[src/rtl/seq_div_pkg.sv]
// Shared definitions for the sequential restoring divider.
// Holds the FSM state encoding, the default operand width, and the
// iteration-counter width helper used by seq_divider.
package seq_div_pkg;

  localparam int SEQ_DIV_WIDTH_DEFAULT = 8;

  typedef enum logic [1:0] {
    ST_IDLE = 2'd0,
    ST_CALC = 2'd1,
    ST_DONE = 2'd2
  } state_t;

  // The counter must reach 2*width without wrapping.
  function automatic int cnt_width(input int width);
    return $clog2(2 * width + 1);
  endfunction

endpackage

[src/rtl/seq_div_step.sv]
// Purpose: one combinational restoring-division iteration.
// Latency: combinational, zero cycles.
// Backpressure: none; the caller decides when to register the result.
// Ports:
//   rem_in  [WIDTH-1:0] partial remainder before this step
//   bit_in              next dividend bit shifted into the remainder
//   divisor [WIDTH-1:0] divisor
//   rem_out [WIDTH-1:0] partial remainder after this step
//   q_bit               quotient bit produced by this step
module seq_div_step #(
  parameter int WIDTH = 8
) (
  input  logic [WIDTH-1:0] rem_in,
  input  logic             bit_in,
  input  logic [WIDTH-1:0] divisor,
  output logic [WIDTH-1:0] rem_out,
  output logic             q_bit
);

  logic [WIDTH:0] partial;
  logic [WIDTH:0] trial;
  logic [WIDTH:0] selected;
  logic           trial_msb_unused;

  assign partial = {rem_in, bit_in};
  assign trial   = partial - {1'b0, divisor};

  // No borrow means the divisor fits into the shifted remainder.
  assign q_bit    = (partial >= {1'b0, divisor});
  assign selected = q_bit ? trial : partial;

  // Whenever rem_in < divisor the kept value is below the divisor and fits
  // WIDTH bits. With a zero divisor the top bit is discarded on purpose, which
  // turns the remainder into a plain shift of the dividend's low bits.
  assign rem_out          = selected[WIDTH-1:0];
  assign trial_msb_unused = selected[WIDTH];

endmodule

[src/rtl/seq_divider.sv]
// Purpose: sequential unsigned restoring divider, 2*WIDTH-bit dividend by WIDTH-bit divisor.
// Latency: 2*WIDTH CALC cycles after the accept edge; one op per 2*WIDTH+2 cycles.
// Backpressure: result held stable in DONE until out_ready; in_ready low while busy.
// Ports:
//   clk, reset            clock; synchronous active-high reset
//   in_valid/in_ready     operand handshake (dividend, divisor)
//   out_valid/out_ready   result handshake (quotient, remainder)
//   div_by_zero           only when SEQ_DIV_ZERO_DETECT_EN is defined
// Optional feature macro: SEQ_DIV_ZERO_DETECT_EN, which short-circuits a zero
// divisor straight to DONE and flags it on div_by_zero.
module seq_divider
  import seq_div_pkg::*;
#(
  parameter int WIDTH = SEQ_DIV_WIDTH_DEFAULT
) (
  input  logic                 clk,
  input  logic                 reset,
  input  logic                 in_valid,
  output logic                 in_ready,
  input  logic [2*WIDTH-1:0]   dividend,
  input  logic [WIDTH-1:0]     divisor,
  output logic                 out_valid,
  input  logic                 out_ready,
  output logic [2*WIDTH-1:0]   quotient,
  output logic [WIDTH-1:0]     remainder
`ifdef SEQ_DIV_ZERO_DETECT_EN
  ,
  output logic                 div_by_zero
`endif
);

  localparam int QW = 2 * WIDTH;
  localparam int CW = cnt_width(WIDTH);

  state_t           state_q, state_d;
  logic [QW-1:0]    quotient_q, quotient_d;
  logic [WIDTH-1:0] remainder_q, remainder_d;
  logic [WIDTH-1:0] divisor_q, divisor_d;
  logic [CW-1:0]    count_q, count_d;

  logic             accept;
  logic             last_iter;
  logic             step_bit;
  logic [WIDTH-1:0] step_rem;

`ifdef SEQ_DIV_ZERO_DETECT_EN
  logic div_by_zero_q, div_by_zero_d;
  logic zero_div;
  assign zero_div = (divisor == '0);
`endif

  assign accept    = in_valid & in_ready;
  assign last_iter = (count_q == CW'(QW - 1));

  // The quotient register doubles as the dividend shifter: its MSB feeds the
  // remainder and the new quotient bit enters at the LSB.
  seq_div_step #(
    .WIDTH (WIDTH)
  ) u_step (
    .rem_in  (remainder_q),
    .bit_in  (quotient_q[QW-1]),
    .divisor (divisor_q),
    .rem_out (step_rem),
    .q_bit   (step_bit)
  );

  // State register and datapath flops.
  always_ff @(posedge clk) begin
    if (reset) begin
      state_q       <= ST_IDLE;
      quotient_q    <= '0;
      remainder_q   <= '0;
      divisor_q     <= '0;
      count_q       <= '0;
`ifdef SEQ_DIV_ZERO_DETECT_EN
      div_by_zero_q <= 1'b0;
`endif
    end else begin
      state_q       <= state_d;
      quotient_q    <= quotient_d;
      remainder_q   <= remainder_d;
      divisor_q     <= divisor_d;
      count_q       <= count_d;
`ifdef SEQ_DIV_ZERO_DETECT_EN
      div_by_zero_q <= div_by_zero_d;
`endif
    end
  end

  // Next-state logic.
  always_comb begin
    state_d = state_q;
    case (state_q)
      ST_IDLE: begin
        if (accept) begin
`ifdef SEQ_DIV_ZERO_DETECT_EN
          state_d = zero_div ? ST_DONE : ST_CALC;
`else
          state_d = ST_CALC;
`endif
        end
      end
      ST_CALC: begin
        if (last_iter) begin
          state_d = ST_DONE;
        end
      end
      ST_DONE: begin
        if (out_ready) begin
          state_d = ST_IDLE;
        end
      end
      default: state_d = ST_IDLE;
    endcase
  end

  // Datapath next values.
  always_comb begin
    quotient_d    = quotient_q;
    remainder_d   = remainder_q;
    divisor_d     = divisor_q;
    count_d       = count_q;
`ifdef SEQ_DIV_ZERO_DETECT_EN
    div_by_zero_d = div_by_zero_q;
`endif
    case (state_q)
      ST_IDLE: begin
        if (accept) begin
          quotient_d  = dividend;
          divisor_d   = divisor;
          remainder_d = '0;
          count_d     = '0;
`ifdef SEQ_DIV_ZERO_DETECT_EN
          div_by_zero_d = 1'b0;
          // Same numeric result the full iteration would produce.
          if (zero_div) begin
            quotient_d    = '1;
            remainder_d   = dividend[WIDTH-1:0];
            div_by_zero_d = 1'b1;
          end
`endif
        end
      end
      ST_CALC: begin
        quotient_d  = {quotient_q[QW-2:0], step_bit};
        remainder_d = step_rem;
        count_d     = count_q + CW'(1);
      end
      ST_DONE: begin
`ifdef SEQ_DIV_ZERO_DETECT_EN
        if (out_ready) begin
          div_by_zero_d = 1'b0;
        end
`endif
      end
      default: begin
        quotient_d = quotient_q;
      end
    endcase
  end

  // Output decode from registered state only.
  always_comb begin
    in_ready  = (state_q == ST_IDLE);
    out_valid = (state_q == ST_DONE);
  end

  assign quotient  = quotient_q;
  assign remainder = remainder_q;
`ifdef SEQ_DIV_ZERO_DETECT_EN
  assign div_by_zero = div_by_zero_q;
`endif

endmodule

[config.mk]
export PLATFORM = sky130hd
export DESIGN_NAME = seq_divider
export DESIGN_NICKNAME = d
export VERILOG_FILES = /design/src/rtl/seq_div_pkg.sv /design/src/rtl/seq_div_step.sv /design/src/rtl/seq_divider.sv
export SDC_FILE = /design/constraint.sdc
export NUM_CORES = 1
export LEC_CHECK = 0
export BUFFER_PORTS_ARGS = -buffer_cell sky130_fd_sc_hd__buf_2
export CELL_PAD_IN_SITES_DETAIL_PLACEMENT = 0
export CELL_PAD_IN_SITES_GLOBAL_PLACEMENT = 1
export CORE_ASPECT_RATIO = 0.9
export CORE_MARGIN = 8
export CORE_UTILIZATION = 34
export CTS_CLUSTER_DIAMETER = 40
export DETAILED_ROUTE_END_ITERATION = 7
export PLACE_DENSITY = 0.79
export SLEW_MARGIN = 20
export SYNTH_ARGS = -nofsm -noshare
export SYNTH_HDL_FRONTEND = slang
export SYNTH_SLANG_ARGS = --single-unit
[constraint.sdc]
create_clock -name clk -period 1.9 [get_ports clk]
set_input_delay 0.095 -clock clk [delete_from_list [all_inputs] [get_ports clk]]
set_output_delay 0.095 -clock clk [all_outputs]
set_load 0.01 [all_outputs]
==> summary.md <==
| Metric | Value |
|---|---|
| Status | `completed` |
| Cts hold-fix bufs | `0` |
| Final setup fails | `0` |
| Critical Path RT | `2.09 ns` |
| Sum of negative setup slack | `0 ns` |
| Maximum fanout along the worst path | `8` |
| Leakage power | `1.265 nW` |
| Routability-driven placement congestion ratio | `0.8979` |
| Std cell rows | `27` |
| Syn_nets | `312` |
| Fill cells | `613` |
| Final nets | `386` |
| Estimated wirelength of the detail-placed design | `4457 um` |
| Via density | `5.098` |
| CP endpoint kind | `flop` |
| Postcts setup bufs | `0` |
| Post-synthesis register bit count | `39` |
| Clk slew on worst S/H paths | `0.08 ns` |
| Chip Width | `98.64 um` |
| CP startpoint kind | `flop` |
| Placed insts | `412` |
| Initial antenna violation count | `0` |
| Ys flop type | `dfxtp_1` |
| RSZ-0062 raised after global routing | `yes` |
| Clk_lat worst skew | `0.29 ns` |
| Clk_skew | `0.008356 ns` |
| Num CTS Buffers | `5` |
| Gr ovfl total | `0` |
| Post-synth cell types | `42` |
| Worst Hold Class | `input port to flop` |
| Share of layout cells above drive strength 1 | `33.33%` |
| Slew @ Worst Pin | `0.3949 ns` |
| Initial Util | `34.55%` |
| Register area share after synthesis | `37.37%` |
| Post-synth ARST share | `0%` |
| Kind of critical path | `flop to flop` |
| First-pass GRT wire length | `9880 um` |
| Pins Over Slew Limit | `0` |
| Die H | `90.37 um` |
| CTS tree | `yes` |
| Pwr Density | `1023 mW/mm2` |
| H-tree depth | `2` |
| Fin. Hold Viols | `0` |
| Yosys warnings | `0` |
| Fin crit period | `1.832 ns` |
| I/O Buffers | `53` |
| Placed inst area | `0.002604 mm2` |
| Area Growth Syn to Fin | `36.47%` |
| Core area | `0.006047 mm2` |
| DRC Markers | `0` |
| Slew HR | `73.61%` |
| Total Die Area | `0.008914 mm2` |
| Crit path DAT | `2.02 ns` |
| Post-DR wirelength/cell | `14.24 um` |
| CTS sink cnt | `39` |
| Initial DRC count | `141` |
| Mapped Area | `0.002090 mm2` |
| Clock root cell | `clkbuf_8` |
| Max cap viols | `0` |
| Slack of the critical path | `0.06763 ns` |
| Syn avg cell area | `7.654 um2` |
| GRT Util Overall | `13.25%` |
| Finished Cell Area | `0.002851 mm2` |
| Total wire length | `5980 um` |
| Cells after Synth | `273` |
| Remaining antenna violation count after routing | `0` |
| Final Power | `2.917 mW` |
| # IOs | `54` |
| Pin count of the biggest net entering global routing | `30` |
| Max VDD drop | `0.4173 mV` |
| Via count | `2,141` |
| Post-synth EDFFs | `0` |
| Drt pass-1 iters | `4` |
| Dpl ws | `-0.01746 ns` |
| Longest Clk Path Bufs | `2` |
| Layout Cells excl Fill | `420` |
| Ant. Diodes | `0` |
| Fmax achieved | `0.5457 GHz` |
| Vias in the first global route | `2,071` |
| Fin crit share | `96.44%` |
path summary, 6_finish.rpt:
check / end / cells past startpoint / from / slack [ns]
min reg2reg: divisor_q[4]$_SDFFE_PP0P_ / 2 / divisor_q[4]$_SDFFE_PP0P_ / 0.46
max: remainder[1]$_SDFFE_PP0P_ / 6 / divisor_q[6]$_SDFFE_PP0P_ / 0.07
min: divisor_q[6]$_SDFFE_PP0P_ / 2 / reset / 0.03
max reg2reg: remainder[1]$_SDFFE_PP0P_ / 6 / divisor_q[6]$_SDFFE_PP0P_ / 0.07
cell usage in the layout, fill, tap and decap left out, types with 2 or more instances in the layout:
master	count
nand2_1	63
buf_2	53
dfxtp_1	33
buf_4	32
nor2_1	31
a311oi_1	17
a21oi_1	16
inv_1	10
o211ai_1	8
o21ai_0	6
ha_4	6
dfxtp_2	6
nand3_1	5
nand2b_1	5
clkbuf_8	5
nor2b_1	4
inv_2	3
o21ai_1	3
ha_1	3
and3_1	2
a21o_1	2
a31oi_1	2
xor2_1	2
or3_1	2
a32o_1	2
a22oi_1	2
nand3b_1	2
bufinv_16	2
power by group:
| part | switching (mW) | internal (mW) |
|---|---|---|
| Sequential | 0.0643 | 0.896 |
| Clock | 0.297 | 0.525 |
| Combinational | 0.579 | 0.555 |
cell families (layout without fill, tap and decap cells):
group	Yosys count	after routing	synth area share (%)
buffers and inverters	31	106	6.288
AND/OR/NAND/NOR	121	121	24.91
XOR/XNOR	2	2	0.8385
adder cells (fa/ha/maj)	11	11	6.946
AO/OA/AOI/OAI	69	69	23.65
flip-flops	39	39	37.37
Yosys cell counts (3+ instances only):
| library cell | number | share of area [%] |
|---|---|---|
| nand2_1 | 63 | 11 |
| o211ai_1 | 8 | 2.9 |
| dfxtp_1 | 39 | 37 |
| nand3_1 | 5 | 1.2 |
| nor2_1 | 31 | 5.6 |
| o21ai_0 | 7 | 1.7 |
| nor2b_1 | 4 | 1.2 |
| ha_1 | 10 | 6.0 |
| clkbuf_1 | 13 | 2.3 |
| a21oi_1 | 16 | 3.8 |
| buf_2 | 3 | 0.72 |
| inv_1 | 13 | 2.3 |
| nand2b_1 | 6 | 1.8 |
| and3_1 | 3 | 0.90 |
| a311oi_1 | 17 | 7.1 |
cell type report:
type	count	area (um2)	area share, %
Multi-Input combinational cell	203	1286	45.11
Sequential cell	39	788.3	27.64
Timing Repair Buffer	85	505.5	17.73
Tap cell	72	90.09	3.159
Clock buffer	6	72.57	2.545
Clock inverter	2	60.06	2.106
Inverter	13	48.80	1.711
stage by stage:
stage / utilization (%) / hold WS, ns
floorplan: - / 0.2310
global placement: 43.06 / 0.3395
detailed placement: 43.06 / 0.3416
CTS: 45.44 / 0.03465
global route: 47.16 / 0.03387
finish: 47.16 / 0.02844
critical path, stage by stage (launching register included):
cell and delay (ns):
dfxtp_2 0.32, inv_1 0.08, ha_4 0.20, a21o_1 0.16, a211o_4 0.35, or3_1 0.35
a32o_1 0.26
routing by layer:
metal  part of all wire [%]  GRT usage, %  vias to the layer above
met4                    1.0         3.576                        0
met1                     48         17.91                      989
met5                      0             0                        -
met3                    5.1         3.544                        7
met2                     46         20.10                       48
li1                       -             -                     1097
sequential cells by signal (all words and copies together) (netlist names):
name and flops:
state_q 2, count_q 5, remainder 8, quotient 16
divisor_q 8
what timing repair did:
action                                  CTS  global route
pin swaps                                 1             9
endpoints found under the setup margin    3             8
endpoints found under the hold margin     0             0
resized for setup                         2            21
Note: power is estimated with default switching activity, not from simulation.
